--- config.mk ---
export PLATFORM = sky130hd
export DESIGN_NAME = btn_conditioner_flat
export DESIGN_NICKNAME = d
export VERILOG_FILES = /design/src/rtl/btn_conditioner_pkg.sv /design/src/rtl/btn_conditioner_if.sv /design/src/rtl/btn_conditioner_channel.sv /design/src/rtl/btn_conditioner.sv /design/src/flat_wrapper.sv
export SDC_FILE = /design/constraint.sdc
export NUM_CORES = 1
export LEC_CHECK = 0
export ABC_CLOCK_PERIOD_IN_PS = 10900
export CAP_MARGIN = 10
export CORE_ASPECT_RATIO = 1.5
export CORE_MARGIN = 5
export CORE_UTILIZATION = 60
export DETAILED_ROUTE_END_ITERATION = 7
export PLACE_DENSITY = 0.87
export SYNTH_ARGS = -nofsm -noshare
export SYNTH_HDL_FRONTEND = slang
export SYNTH_SLANG_ARGS = --single-unit
--- constraint.sdc ---
create_clock -name clk -period 10.9 [get_ports clk]
set_input_delay 3.27 -clock clk [delete_from_list [all_inputs] [get_ports clk]]
set_output_delay 3.27 -clock clk [all_outputs]
set_load 0.01 [all_outputs]
--- src/rtl/btn_conditioner_pkg.sv ---
// Shared definitions for the push-button conditioner.
//   rpt_state_e : per-channel auto-repeat FSM encoding
//   clog2/max2  : elaboration-time helpers for sizing the repeat counter
package btn_conditioner_pkg;

    typedef enum logic [1:0] {
        IDLE = 2'd0,
        HOLD = 2'd1,
        RPT  = 2'd2
    } rpt_state_e;

    function automatic int clog2(input int v);
        int r;
        r = 0;
        for (int i = 0; i < 31; i++)
            if ((1 << i) < v) r = i + 1;
        return r;
    endfunction

    function automatic int max2(input int a, input int b);
        return (a > b) ? a : b;
    endfunction

endpackage

--- src/rtl/btn_conditioner_if.sv ---
// Button conditioner signal bundle.
//   btn_in, repeat_en          : raw buttons and per-channel repeat enable (into the block)
//   tick                       : shared sample strobe
//   level, press, rel, rpt, act: debounced level and one-clk event pulses per channel
//   press_cnt                  : per-channel wrapping press counters, channel i at [i*CNT_W +: CNT_W]
// master = board/consumer side, slave = the conditioner.
interface btn_conditioner_if #(
    parameter int N_CH  = 4,
    parameter int CNT_W = 8
);
    logic [N_CH-1:0]       btn_in;
    logic [N_CH-1:0]       repeat_en;
    logic                  tick;
    logic [N_CH-1:0]       level;
    logic [N_CH-1:0]       press;
    logic [N_CH-1:0]       rel;
    logic [N_CH-1:0]       rpt;
    logic [N_CH-1:0]       act;
    logic [N_CH*CNT_W-1:0] press_cnt;

    modport master (
        output btn_in, repeat_en,
        input  tick, level, press, rel, rpt, act, press_cnt
    );

    modport slave (
        input  btn_in, repeat_en,
        output tick, level, press, rel, rpt, act, press_cnt
    );
endinterface

--- src/rtl/btn_conditioner_channel.sv ---
// One button channel: 2-FF synchroniser, tick-sampled debounce, press/release
// one-shots, hold-to-auto-repeat FSM and wrapping press counter.
//   clk, rst   : clock, async active-high reset
//   tick       : shared sample strobe from the prescaler
//   btn_in     : raw asynchronous button
//   repeat_en  : auto-repeat enable (clk domain)
//   level      : debounced level
//   press/rel  : one-clk pulses on debounced rise/fall
//   rpt, act   : auto-repeat pulse, press|rpt
//   press_cnt  : count of presses, wraps
module btn_channel
    import btn_conditioner_pkg::*;
#(
    parameter int STABLE_N    = 2,
    parameter int REPEAT_DLY  = 8,
    parameter int REPEAT_RATE = 2,
    parameter int CNT_W       = 8
) (
    input  logic             clk,
    input  logic             rst,
    input  logic             tick,
    input  logic             btn_in,
    input  logic             repeat_en,
    output logic             level,
    output logic             press,
    output logic             rel,
    output logic             rpt,
    output logic             act,
    output logic [CNT_W-1:0] press_cnt
);
    // Only the newest STABLE_N-1 past samples take part in the stability test,
    // so that is all the history kept.
    localparam int HW = STABLE_N - 1;
    localparam int RW = clog2(max2(REPEAT_DLY, REPEAT_RATE)) + 1;

    logic          sync1, btn_s;
    logic [HW-1:0] hist;
    logic          stable, rise, fall, rpt_d;
    rpt_state_e    state;
    logic [RW-1:0] rcnt;

    always_ff @(posedge clk or posedge rst) begin
        if (rst) begin
            sync1 <= 1'b0;
            btn_s <= 1'b0;
        end else begin
            sync1 <= btn_in;
            btn_s <= sync1;
        end
    end

    assign stable = (hist == {HW{btn_s}});
    assign rise   = tick & stable &  btn_s & ~level;
    assign fall   = tick & stable & ~btn_s &  level;
    // A release on the same tick wins over a due repeat.
    assign rpt_d  = (state != IDLE) & ~fall & repeat_en & tick & (rcnt == RW'(1));

    always_ff @(posedge clk or posedge rst) begin
        if (rst) begin
            hist      <= '0;
            level     <= 1'b0;
            press     <= 1'b0;
            rel       <= 1'b0;
            press_cnt <= '0;
        end else begin
            press <= rise;
            rel   <= fall;
            if (tick)        hist      <= HW'({hist, btn_s});
            if (rise | fall) level     <= btn_s;
            if (rise)        press_cnt <= press_cnt + 1'b1;
        end
    end

    // Entered on the press tick itself, so that tick is never counted.
    always_ff @(posedge clk or posedge rst) begin
        if (rst) begin
            state <= IDLE;
            rcnt  <= '0;
            rpt   <= 1'b0;
            act   <= 1'b0;
        end else begin
            rpt <= rpt_d;
            act <= rise | rpt_d;
            case (state)
                IDLE: begin
                    if (rise && repeat_en) begin
                        state <= HOLD;
                        rcnt  <= RW'(REPEAT_DLY);
                    end
                end
                HOLD, RPT: begin
                    if (fall || !repeat_en) begin
                        state <= IDLE;
                    end else if (tick) begin
                        if (rcnt == RW'(1)) begin
                            rcnt  <= RW'(REPEAT_RATE);
                            state <= RPT;
                        end else begin
                            rcnt <= rcnt - 1'b1;
                        end
                    end
                end
                default: state <= IDLE;
            endcase
        end
    end

endmodule

--- src/rtl/btn_conditioner.sv ---
// Multi-channel push-button conditioner. One prescaler produces the sample
// tick shared by all channels; each channel is an independent btn_channel.
//   clk, rst : clock, async active-high reset
//   bus      : btn_conditioner_if slave (buttons in, levels/pulses/counters out)
module btn_conditioner #(
    parameter int N_CH        = 4,
    parameter int DIV_W       = 17,
    parameter int STABLE_N    = 2,
    parameter int REPEAT_DLY  = 8,
    parameter int REPEAT_RATE = 2,
    parameter int CNT_W       = 8
) (
    input  logic         clk,
    input  logic         rst,
    btn_conditioner_if.slave bus
);
    logic [DIV_W-1:0]            div_cnt;
    logic                        tick;
    logic [N_CH-1:0]             level, press, rel, rpt, act;
    logic [N_CH-1:0][CNT_W-1:0]  cnt;

    always_ff @(posedge clk or posedge rst) begin
        if (rst) div_cnt <= '0;
        else     div_cnt <= div_cnt + 1'b1;
    end

    assign tick = &div_cnt;

    for (genvar gi = 0; gi < N_CH; gi++) begin : g_ch
        btn_channel #(
            .STABLE_N    (STABLE_N),
            .REPEAT_DLY  (REPEAT_DLY),
            .REPEAT_RATE (REPEAT_RATE),
            .CNT_W       (CNT_W)
        ) u_ch (
            .clk       (clk),
            .rst       (rst),
            .tick      (tick),
            .btn_in    (bus.btn_in[gi]),
            .repeat_en (bus.repeat_en[gi]),
            .level     (level[gi]),
            .press     (press[gi]),
            .rel       (rel[gi]),
            .rpt       (rpt[gi]),
            .act       (act[gi]),
            .press_cnt (cnt[gi])
        );
    end

    assign bus.tick      = tick;
    assign bus.level     = level;
    assign bus.press     = press;
    assign bus.rel       = rel;
    assign bus.rpt       = rpt;
    assign bus.act       = act;
    assign bus.press_cnt = cnt;

endmodule

--- src/flat_wrapper.sv ---
// flat-port wrapper written by rule: the top's interface ports become plain ports
module btn_conditioner_flat 
#(
    parameter int N_CH        = 4,
    parameter int DIV_W       = 17,
    parameter int STABLE_N    = 2,
    parameter int REPEAT_DLY  = 8,
    parameter int REPEAT_RATE = 2,
    parameter int CNT_W       = 8
)
  (clk, rst, bus_btn_in, bus_repeat_en, bus_tick, bus_level, bus_press, bus_rel, bus_rpt, bus_act, bus_press_cnt);
  btn_conditioner_if #(.N_CH(N_CH), .CNT_W(CNT_W)) bus_i ();
  input  logic clk;
  input  logic rst;
  input wire logic [$bits(bus_i.btn_in)-1:0] bus_btn_in;
  input wire logic [$bits(bus_i.repeat_en)-1:0] bus_repeat_en;
  output wire logic [$bits(bus_i.tick)-1:0] bus_tick;
  output wire logic [$bits(bus_i.level)-1:0] bus_level;
  output wire logic [$bits(bus_i.press)-1:0] bus_press;
  output wire logic [$bits(bus_i.rel)-1:0] bus_rel;
  output wire logic [$bits(bus_i.rpt)-1:0] bus_rpt;
  output wire logic [$bits(bus_i.act)-1:0] bus_act;
  output wire logic [$bits(bus_i.press_cnt)-1:0] bus_press_cnt;
  assign bus_i.btn_in = bus_btn_in;
  assign bus_i.repeat_en = bus_repeat_en;
  assign bus_tick = bus_i.tick;
  assign bus_level = bus_i.level;
  assign bus_press = bus_i.press;
  assign bus_rel = bus_i.rel;
  assign bus_rpt = bus_i.rpt;
  assign bus_act = bus_i.act;
  assign bus_press_cnt = bus_i.press_cnt;
  btn_conditioner #(.N_CH(N_CH), .DIV_W(DIV_W), .STABLE_N(STABLE_N), .REPEAT_DLY(REPEAT_DLY), .REPEAT_RATE(REPEAT_RATE), .CNT_W(CNT_W)) u_core (.clk(clk), .rst(rst), .bus(bus_i));
endmodule
==> key figures, run 1 <==
Drt
  • Routed WL: about 9.7 mm
  • Via Count: between 3000 and 4000
  • Drt drc: 0
  • Detailed Route Iter0 Violations: 251
  • Routed Antenna Nets: 0
  • WL per Instance: between 15 and 20 um
  • DRT Pass-1 Iters: 6
  • Vias per cell: 5.82

Place
  • HPWL Detailed: 6.79 mm
  • Number of placed cells counting well taps: 601
  • IO buf count: 62
  • Final GP Congestion: 0.803

Floorplanning
  • Die area: approximately 10000 um^2
  • Core area: 8360 um^2
  • Starting Density: between 60% and 70%
  • Row count: 41
  • Die width: 85.3 um
  • Die height: between 100 and 150 um
  • Io pins: 63

Timing
  • Final period util: between 50% and 60%
  • Hold Fails Final Rpt: 0
  • Setup_tns: 0 ns
  • Fmax: between 150 and 200 MHz
  • RSZ-0062 raised after global routing: false
  • Setup violators final: 0
  • Rel. slew slack: 53.3%
  • Max Slew Vio Count: 0
  • Clock Skew: approximately 0.0085 ns
  • Final min period: around 5.7 ns
  • Worst-Margin Slew: about 0.7 ns

Power
  • Switching pwr: about 0.15 mW
  • Leakage power: approximately 2.7 nW
  • Cell Pwr Density: around 120 nW/um^2
  • Switching part of the total: between 20% and 30%
  • Sequential share of power: between 50% and 60%
  • Max VDD drop: approximately 0.000099 V
  • Clock power share: 44.8%
  • Internal: approximately 0.58 mW
  • Gate power share: approximately 1.8%

Global routing
  • First-pass GRT wire length: approximately 17 mm
  • Gr usage total: 20.1%
  • Grt ovf: 0
  • Vias in the first global route: around 3700
  • Largest net degree at the start of global routing: 60
  • Initial antenna violation count: 0

Layout
  • Share of layout cells above drive strength 1: roughly 8.8%
  • Layout net count: between 500 and 600
  • Area Overhead vs Synth: 17.1%
  • Non-Filler Instances: slightly above 600
  • ANT cells: 0

Worst setup path
  • Critical path data required time: 7.63 ns
  • CP endpoint kind: primary output
  • Max incr delay on CP: roughly 0.55 ns
  • R2r startpoint: u_core.div_cnt[0]$_DFF_PP0_
  • Crit path max-delay family: simple AND/OR/NAND/NOR gates
  • Type of origin of the critical path: flip-flop
  • CP max stage cell: clkdlybuf4s50_1
  • CP arrival: 2.40 ns
  • Critical path cell sequence: ha_1 > nand3_1 > nor3_1 > and3_1 > ha_1 > clkdlybuf4s50_1
  • Crit path top cell by count: ha_1
  • CP max FO: 4
  • Worst path bufs/invs: 1
  • Crit Path Category: flip-flop to primary output
  • Crit path from: u_core.div_cnt[0]$_DFF_PP0_

Yosys
  • Most used DFF post-synth: dfrtp_1
  • Post-synth EDFFs: 0
  • FFs w/ async S/R, synth: between 90% and 100%
  • Mapped Cells: about 460
  • Post-Syn Nets: 490
  • Post-synthesis sequential area ratio: 51.5%
  • Mean Syn Cell Area: ~11 um^2
  • Yosys Warn Count: 0
  • Netlist cell types: 58
  • Seq cells post-synth: around 110
  • Synth Cell Area: 5100 um^2

Worst hold path
  • Worst hold path class: flip-flop to flip-flop
  • Hold Startpoint: u_core.g_ch[0].u_ch.sync1$_DFF_PP0_

Clocking
  • Post-CTS setup buffer count: 0
  • Clk root buf: clkbuf_16
  • H-tree Lvls: 3
  • CTS tree: done
  • Hold_buf cts: 0
  • CTS clk-pin slew, worst paths: 0.06 ns
  • Clock latency on the worst-skew pair: between 0.3 and 0.4 ns
  • Sink Count: around 110
  • CTS Buf Count: 9
  • CTS max path bufs: 2
  • Cts repair resizes: 0

Flow run
  • # Max-Cap Violations: 0

Run status
  • Outcome: completed
## power by group through the flow
| stage | registers (mW) | clock network, mW | logic [mW] |
|---|---|---|---|
| floorplan | 0.399 | 0 | 0.00692 |
| global placement | 0.399 | 0 | 0.0132 |
| detailed placement | 0.400 | 0 | 0.0136 |
| CTS | 0.392 | 0.335 | 0.0136 |
| global route | 0.392 | 0.355 | 0.0151 |
| finish | 0.392 | 0.329 | 0.0131 |
## synthesized netlist by cell type, types with 5 or more instances
cell        n  area, um^2
a211oi_1    5        37.5
a21oi_1    11        55.1
a22o_1      6        52.6
and3_1      7        43.8
and4bb_2    5        62.6
buf_4      22         165
dfrtp_1   105        2630
ha_1       22         275
inv_1      28         105
mux2_2      9         101
nand2_1    25        93.8
nand2b_1   14        87.6
nand3_1    17        85.1
nand4_1    13        81.3
nor2_1     25        93.8
nor2b_1     5        31.3
nor3_1     14        70.1
nor3b_1     5        37.5
o21ai_0    12        60.1
xnor2_1    30         263
xor2_1     12         105
## area by class of cell
class	instances	area, um^2
well taps	107	134
clock inverters	5	53.8
fillers	565	2390
repair buffers	64	636
inverters	29	111
clock buffers	11	253
multi-input cells	296	2160
flip-flops and latches	105	2630
## path summary, 6_finish.rpt
kind | depth (start not counted) | slack, ns | end
min | 0 | 0.35 | u_core.g_ch[0].u_ch.btn_s$_DFF_PP0_
max in group asynchronous | 3 | 6.43 | u_core.g_ch[0].u_ch.act$_DFF_PP0_
min in group asynchronous | 2 | 3.35 | u_core.g_ch[3].u_ch.press_cnt[0]$_DFFE_PP0P_
max reg2reg | 10 | 7.69 | u_core.g_ch[2].u_ch.rcnt[1]$_DFFE_PP0P_
max | 6 | 5.23 | bus_tick
min reg2reg | 0 | 0.35 | u_core.g_ch[0].u_ch.btn_s$_DFF_PP0_
## metal layers
metal	up-vias	wire length [um]	track usage (%)
li1	1691	-	-
met1	1772	3860	22.9
met2	109	5260	35.8
met3	17	481	5.20
met4	0	126	8.02
met5	-	0	0
## logic make-up after synthesis
family | Yosys count | share of synthesized area (%)
AOI/OAI and AO/OA | 68 | 9.59
xor gates and xnor gates | 42 | 7.21
adders and majority gates | 22 | 5.40
buffers and inverters | 57 | 6.16
DFF | 105 | 51.5
muxes | 12 | 2.67
and+or+nand+nor | 152 | 17.4
## per-stage QoR
stage | util (%) | setup WS [ns] | cell area (um^2) | power, mW | hold slack, ns
final | 71.4 | 5.23 | 5970 | 0.734 | 0.349
after global routing | 71.4 | 5.05 | 5970 | 0.762 | 0.355
after CTS | 71.4 | 5.21 | 5970 | 0.741 | 0.350
after detailed placement | 67.8 | 5.61 | 5670 | 0.413 | 0.335
after global placement | 67.8 | 5.69 | 5670 | 0.413 | 0.334
after floorplan | - | 4.87 | 5100 | 0.406 | 0.331
## flip-flops by register name (all words and copies together), names as in the netlist
name and cells:
u_core.div_cnt 17, u_core.g_ch.u_ch.act 4, u_core.g_ch.u_ch.btn_s 4, u_core.g_ch.u_ch.hist 4, u_core.g_ch.u_ch.level 4, u_core.g_ch.u_ch.press 4, u_core.g_ch.u_ch.press_cnt 32, u_core.g_ch.u_ch.rcnt 16
u_core.g_ch.u_ch.rel 4, u_core.g_ch.u_ch.rpt 4, u_core.g_ch.u_ch.state 8, u_core.g_ch.u_ch.sync1 4
## cells in the final DEF (no fill, tap or decap), types with 4 or more instances in the layout
cell / n
or2_2: 4
dfrtp_1: 105
ha_1: 22
clkbuf_16: 9
and4_1: 4
a21boi_1: 4
nor2_1: 25
mux2_2: 9
nor3_1: 14
nand2_1: 25
a21oi_1: 11
nor2b_1: 5
nand2b_1: 14
clkdlybuf4s50_1: 62
a211oi_1: 5
a22o_1: 6
and4bb_2: 5
xor2_1: 12
o21ai_0: 12
nand3_1: 17
o41ai_1: 4
xnor2_1: 30
nor3b_1: 5
nand4_1: 13
inv_1: 27
and3_1: 7
No activity file was read; power rests on OpenSTA's default activity.
==> inputs of run 2 (changes only) <==
- ABC_CLOCK_PERIOD_IN_PS: 10900 -> 5600
- CORE_UTILIZATION: 60 -> 56
- PLACE_DENSITY: 0.87 -> 0.82
- clock period: 10.9 -> 5.6 ns (I/O delays scaled with it)
==> key figures, run 2 (synthesis results as in run 1) <==
Run status
  • Outcome: completed

Clocking
  • CTS max path bufs: 2 (unchanged)
  • Clock latency on the worst-skew pair: 0.35 ns (about the same)
  • CTS tree: done
  • Hold_buf cts: 0 (unchanged)
  • Sink Count: 105 (unchanged)
  • Post-CTS setup buffer count: 0 (unchanged)
  • CTS Buf Count: 9 (unchanged)
  • H-tree Lvls: 3 (unchanged)
  • Clk root buf: clkbuf_16
  • CTS clk-pin slew, worst paths: 0.06 ns (about the same)
  • Cts repair resizes: 0 (unchanged)

Layout
  • Share of layout cells above drive strength 1: 8.64% (-0.18 points)
  • Fill cells: 659 (+17%)
  • Largest register FFs: 32 (unchanged)
  • Area Overhead vs Synth: 17.9%
  • Layout net count: 537 (unchanged)
  • Non-Filler Instances: 619 (+0.32%)
  • Largest Register: u_core.g_ch.u_ch.press_cnt
  • Register area: 2630 um^2 (unchanged)
  • Commonest non-fill, non-tap cells in the layout: 105 x dfrtp_1, 62 x clkdlybuf4s50_1, 30 x xnor2_1
  • Area of the multi-input gates: 2160 um^2 (unchanged)
  • Biggest regs: u_core.g_ch.u_ch.press_cnt x32, u_core.div_cnt x17, u_core.g_ch.u_ch.rcnt x16
  • ANT cells: 0 (unchanged)
  • Commonest non-fill, non-tap cell in the layout: dfrtp_1

Drt
  • Routed Antenna Nets: 0 (unchanged)
  • Vias per cell: 5.65 (-2.8%)
  • WL per Instance: 15.4 um (-2.5%)
  • Detailed Route Iter0 Violations: 133 (-47%)
  • Routed WL: 9.51 mm (-2.2%)
  • DRT Pass-1 Iters: 4 (-2)
  • Via Count: 3500 (-2.5%)
  • Drt drc: 0 (unchanged)

Worst setup path
  • Crit path top cell by count: ha_1
  • CP arrival: 2.43 ns (+0.03 ns)
  • Critical path data required time: 3.92 ns (-3.71 ns)
  • CP endpoint kind: primary output
  • R2r startpoint: u_core.div_cnt[0]$_DFF_PP0_
  • R2R depth: 10 (unchanged)
  • CP max FO: 4 (unchanged)
  • CP max stage cell: clkdlybuf4s50_1
  • Crit Path Category: flip-flop to primary output
  • Max incr delay on CP: 0.55 ns (about the same)
  • Critical path cell sequence: ha_1 > nand3_1 > nor3_1 > and3_1 > ha_1 > clkdlybuf4s50_1
  • Reg2reg setup slack: 2.37 ns (-5.32 ns)
  • Type of origin of the critical path: flip-flop
  • R2R Path End: u_core.g_ch[2].u_ch.rcnt[2]$_DFFE_PP0P_

Timing
  • Worst-Margin Slew: 0.915 ns (+0.214 ns)
  • Max Slew Vio Count: 0 (unchanged)
  • Rel. slew slack: 39.0% (-14 points)
  • WHS: 0.352 ns (+0.00293 ns)
  • Final period util: 73.4%
  • Setup violators final: 0 (unchanged)
  • Hold Fails Final Rpt: 0 (unchanged)
  • RSZ-0062 raised after global routing: false
  • Final worst setup slack: 1.49 ns (-3.74 ns)
  • Fmax: 243 MHz
  • Final min period: 4.11 ns
  • Clock Skew: 0.00850 ns (-0.0000207 ns)
  • Setup_tns: 0 ns (unchanged)

Global routing
  • First-pass GRT wire length: 16.7 mm (-0.50%)
  • Vias in the first global route: 3656 (-0.79%)
  • Grt ovf: 0 (unchanged)
  • Gr usage total: 18.6% (-1.5 points)
  • Initial antenna violation count: 0 (unchanged)
  • Largest net degree at the start of global routing: 79 (+32%)

Place
  • IO buf count: 62 (unchanged)
  • Number of placed cells counting well taps: 604 (+0.50%)
  • HPWL Detailed: 6.81 mm (+0.21%)
  • Final GP Congestion: 0.811 (+0.93%)
  • Post-Place Setup Slack: 1.91 ns (-3.70 ns)

Floorplanning
  • Starting Density: 57.4% (-3.6 points)
  • Row count: 42 (+2.4%)
  • Die height: 127 um (+3.2%)
  • Die width: 87.9 um (+3.1%)
  • Io pins: 63 (unchanged)
  • Core area: 8880 um^2 (+6.2%)
  • Die area: 11200 um^2 (+6.4%)

Worst hold path
  • Hold Startpoint: u_core.g_ch[1].u_ch.sync1$_DFF_PP0_
  • Worst hold path class: flip-flop to flip-flop
  • Hold depth: 0 (unchanged)
  • Hold EP: u_core.g_ch[1].u_ch.btn_s$_DFF_PP0_

Power
  • Pwr Total: 1.50 mW (+100%)
  • Leakage power: 2.73 nW (+0.49%)
  • Cell Pwr Density: 249 nW/um^2 (+100%)
  • Max VDD drop: 0.000191 V (+93%)

Flow run
  • # Max-Cap Violations: 0 (unchanged)
## run 2: changes by cell type in the layout (fill, tap and decap cells not counted), sizes merged
cell    delta
bufinv     +2
clkbuf     -1
clkinv     -2
## run 2: per-layer routing
layer	global-route usage, %	vias to the layer above	share of wire (%)
met5	0	-	0
met1	21.7	1718	40
met4	7.50	0	1.9
li1	-	1689	-
met3	4.93	19	5.0
met2	31.9	74	53
## run 2: worst max-delay path: cells and delay by family (launching register included)
family / cells / cell delay, ns
buf+inv: 1 / 0.55
flops: 1 / 0.38
simple gates: 3 / 0.77
fa+ha+maj: 2 / 0.38
## run 2: worst max-delay path by stage
stage / start / endpoint / slack (ns) / cells after the start
2_1_floorplan: rst / u_core.div_cnt[0]$_DFF_PP0_ / 1.16 / 1
6_report: u_core.div_cnt[0]$_DFF_PP0_ / bus_tick / 1.49 / 6
5_1_grt: u_core.div_cnt[0]$_DFF_PP0_ / bus_tick / 1.33 / 6
3_3_place_gp: u_core.div_cnt[0]$_DFF_PP0_ / bus_tick / 1.97 / 6
4_1_cts: u_core.div_cnt[0]$_DFF_PP0_ / bus_tick / 1.48 / 6
3_5_place_dp: u_core.div_cnt[0]$_DFF_PP0_ / bus_tick / 1.91 / 6
## run 2: layout make-up
cell class,instances,share of cell area [%]
clock inverters,5,1.73
multi-input cells,296,35.9
inverters,29,1.85
flip-flops and latches,105,43.7
well taps,110,2.29
clock buffers,10,3.97
repair buffers,64,10.6
## run 2: stage by stage
stage                     util, %  instance area, um^2
after floorplan                 -                 5100
after global placement       63.8                 5670
after detailed placement     63.8                 5670
after CTS                    67.7                 6010
after global routing         67.7                 6010
final                        67.7                 6010
## run 2: where the power goes
group          switching [mW]  internal (mW)  leakage [nW]
logic                  0.0177        0.00735          1.14
registers             0.00226          0.761          1.41
clock network           0.265          0.446         0.169
==> inputs of run 3 (changes only) <==
- ABC_CLOCK_PERIOD_IN_PS: 5600 -> 3310
- CORE_UTILIZATION: 56 -> 50
- PLACE_DENSITY: 0.82 -> 0.78
- clock period: 5.6 -> 3.31 ns (I/O delays scaled with it)
==> key figures, run 3 (synthesis results as in run 1) <==
Global routing
  • Largest net degree at the start of global routing: 40 (-49%)
  • First-pass GRT wire length: 16.5 mm (-1.2%)
  • Vias in the first global route: 3739 (+2.3%)
  • Initial antenna violation count: 0 (unchanged)
  • Gr usage total: 16.1% (-2.5 points)
  • Grt ovf: 0 (unchanged)

Worst setup path
  • Worst path bufs/invs: 1 (unchanged)
  • Max incr delay on CP: 0.40 ns (-0.15 ns)
  • CP arrival: 2.09 ns (-0.34 ns)
  • CP max stage cell: dfrtp_1
  • Reg2reg setup slack: 0.29 ns (-2.08 ns)
  • Crit path from: u_core.div_cnt[8]$_DFF_PP0_
  • CP endpoint kind: primary output
  • CP Depth: 6 (unchanged)
  • Crit path max-delay family: simple AND/OR/NAND/NOR gates
  • Crit Path Category: flip-flop to primary output
  • CP max FO: 4 (unchanged)
  • Critical path data required time: 2.32 ns (-1.60 ns)
  • R2R depth: 11 (+1)
  • End point of the critical path: bus_tick
  • Critical path cell sequence: and4_4 > nand4_1 > nor3_2 > and3_1 > ha_1 > dlygate4sd2_1
  • R2r startpoint: u_core.div_cnt[8]$_DFF_PP0_
  • Type of origin of the critical path: flip-flop
  • R2R Path End: u_core.g_ch[0].u_ch.rcnt[3]$_DFFE_PP0P_

Timing
  • Rel. slew slack: 64.9% (+26 points)
  • Max Slew Vio Count: 0 (unchanged)
  • Final min period: slightly above 3 ns
  • Fmax: 324 MHz
  • Final period util: 93.3%
  • Setup_tns: 0 ns (unchanged)
  • Setup violators final: 0 (unchanged)
  • Hold Fails Final Rpt: 0 (unchanged)
  • Worst-Margin Slew: 0.525 ns (-0.390 ns)
  • Clock Skew: 0.00904 ns (+0.000540 ns)
  • RSZ-0062 raised after global routing: false
  • Final worst setup slack: 0.223 ns (-1.26 ns)

Clocking
  • Sink Count: 105 (unchanged)
  • Clock latency on the worst-skew pair: 0.34 ns (about the same)
  • CTS max path bufs: 2 (unchanged)
  • CTS Buf Count: 9 (unchanged)
  • Clk root buf: clkbuf_16
  • H-tree Lvls: 3 (unchanged)
  • CTS clk-pin slew, worst paths: 0.07 ns (about the same)
  • CTS tree: done

Place
  • Post-Place Setup Slack: 0.291 ns (-1.62 ns)
  • HPWL Detailed: 6.82 mm (+0.20%)
  • Final GP Congestion: 0.863 (+6.5%)
  • Placement Cell Area: 5720 um^2 (+0.93%)
  • IO buf count: 62 (unchanged)

Floorplanning
  • Row count: 45 (+7.1%)
  • Die height: 134 um (+5.4%)
  • Die area: 12400 um^2 (+11%)
  • Core area: 10100 um^2 (+13%)
  • Io pins: 63 (unchanged)
  • Starting Density: 50.6% (-6.8 points)
  • Die width: 92.5 um (+5.2%)

Layout
  • Layout net count: 542 (+0.93%)
  • Biggest regs: u_core.g_ch.u_ch.press_cnt x32, u_core.div_cnt x17, u_core.g_ch.u_ch.rcnt x16
  • Design Area, Final: 6080 um^2 (+1.1%)
  • Commonest non-fill, non-tap cells in the layout: 105 x dfrtp_1, 61 x clkdlybuf4s50_1, 30 x xnor2_1
  • Commonest non-fill, non-tap cell in the layout: dfrtp_1
  • Fill cells: 804 (+22%)
  • Largest register FFs: 32 (unchanged)
  • Area Overhead vs Synth: 19.2%
  • Largest Register: u_core.g_ch.u_ch.press_cnt
  • ANT cells: 0 (unchanged)
  • Share of layout cells above drive strength 1: 9.92% (+1.3 points)

Power
  • Leakage power: 2.75 nW (+0.95%)
  • Cell Pwr Density: 417 nW/um^2 (+67%)
  • Max VDD drop: 0.000280 V (+47%)

Flow run
  • # Max-Cap Violations: 0 (unchanged)

Drt
  • WL per Instance: 14.8 um (-3.5%)
  • Via Count: 3518 (+0.51%)
  • Detailed Route Iter0 Violations: 194 (+46%)
  • Drt drc: 0 (unchanged)
  • Vias per cell: 5.58 (-1.4%)
  • DRT Pass-1 Iters: 5 (+1)
  • Routed WL: 9.35 mm (-1.7%)
  • Routed Antenna Nets: 0 (unchanged)

Worst hold path
  • Worst hold path class: flip-flop to flip-flop

Run status
  • Outcome: completed
## run 3: worst min path at each step
stage	start	endpoint	slack [ns]	cells after the start
6_report	u_core.g_ch[0].u_ch.sync1$_DFF_PP0_	u_core.g_ch[0].u_ch.btn_s$_DFF_PP0_	0.35	0
5_1_grt	u_core.g_ch[0].u_ch.sync1$_DFF_PP0_	u_core.g_ch[0].u_ch.btn_s$_DFF_PP0_	0.36	0
4_1_cts	u_core.g_ch[0].u_ch.sync1$_DFF_PP0_	u_core.g_ch[0].u_ch.btn_s$_DFF_PP0_	0.35	0
3_5_place_dp	u_core.g_ch[0].u_ch.sync1$_DFF_PP0_	u_core.g_ch[0].u_ch.btn_s$_DFF_PP0_	0.34	0
3_3_place_gp	u_core.g_ch[0].u_ch.sync1$_DFF_PP0_	u_core.g_ch[0].u_ch.btn_s$_DFF_PP0_	0.34	0
2_1_floorplan	u_core.g_ch[0].u_ch.sync1$_DFF_PP0_	u_core.g_ch[0].u_ch.btn_s$_DFF_PP0_	0.33	0
## run 3: area by class of cell
cell class	instances	area [um^2]	share of cell area [%]
Sequential cell	105	2630	43.2
Clock inverter	6	115	1.89
Inverter	29	113	1.85
Multi-Input combinational cell	296	2170	35.6
Tap cell	117	146	2.41
Clock buffer	9	225	3.71
Timing Repair Buffer	69	684	11.3
## run 3: timing repair
item | in CTS | in global routing
setup endpoints to repair | 1 | 0
setup buffers | 1 | 0
gates resized for setup | 3 | 0
hold buffers | 0 | 0
## run 3: through the flow
| step | std cells | hold slack [ns] | power (mW) | util [%] |
|---|---|---|---|---|
| final | 631 | 0.353 | 2.53 | 60.3 |
| after detailed placement | 615 | 0.338 | 1.36 | 56.8 |
| after floorplan | 458 | 0.331 | 1.34 | - |
| after global placement | 615 | 0.335 | 1.36 | 56.8 |
| after global routing | 631 | 0.364 | 2.62 | 60.3 |
| after CTS | 631 | 0.354 | 2.56 | 60.3 |
## run 3: worst register-to-register path: cells and delay by family (launching register included)
family                   cells  cell delay (ns)
AND/OR/NAND/NOR              5             1.26
adder cells (fa/ha/maj)      1             0.17
buffers and inverters        2             0.51
AO/OA/AOI/OAI                3             0.56
flip-flops                   1             0.40
## run 3: metal layers
layer  up-vias  wire, um  global-route usage [%]
li1       1696         -                       -
met1      1741      3960                    18.3
met2        66      4940                    28.6
met3        15       309                    3.50
met4         0       144                    7.11
met5         -         0                       0
## run 3: where the power goes
group / switching [mW] / leakage, nW / internal [mW]
Combinational: 0.0308 / 1.18 / 0.0156
Sequential: 0.00370 / 1.41 / 1.29
Clock: 0.454 / 0.163 / 0.740
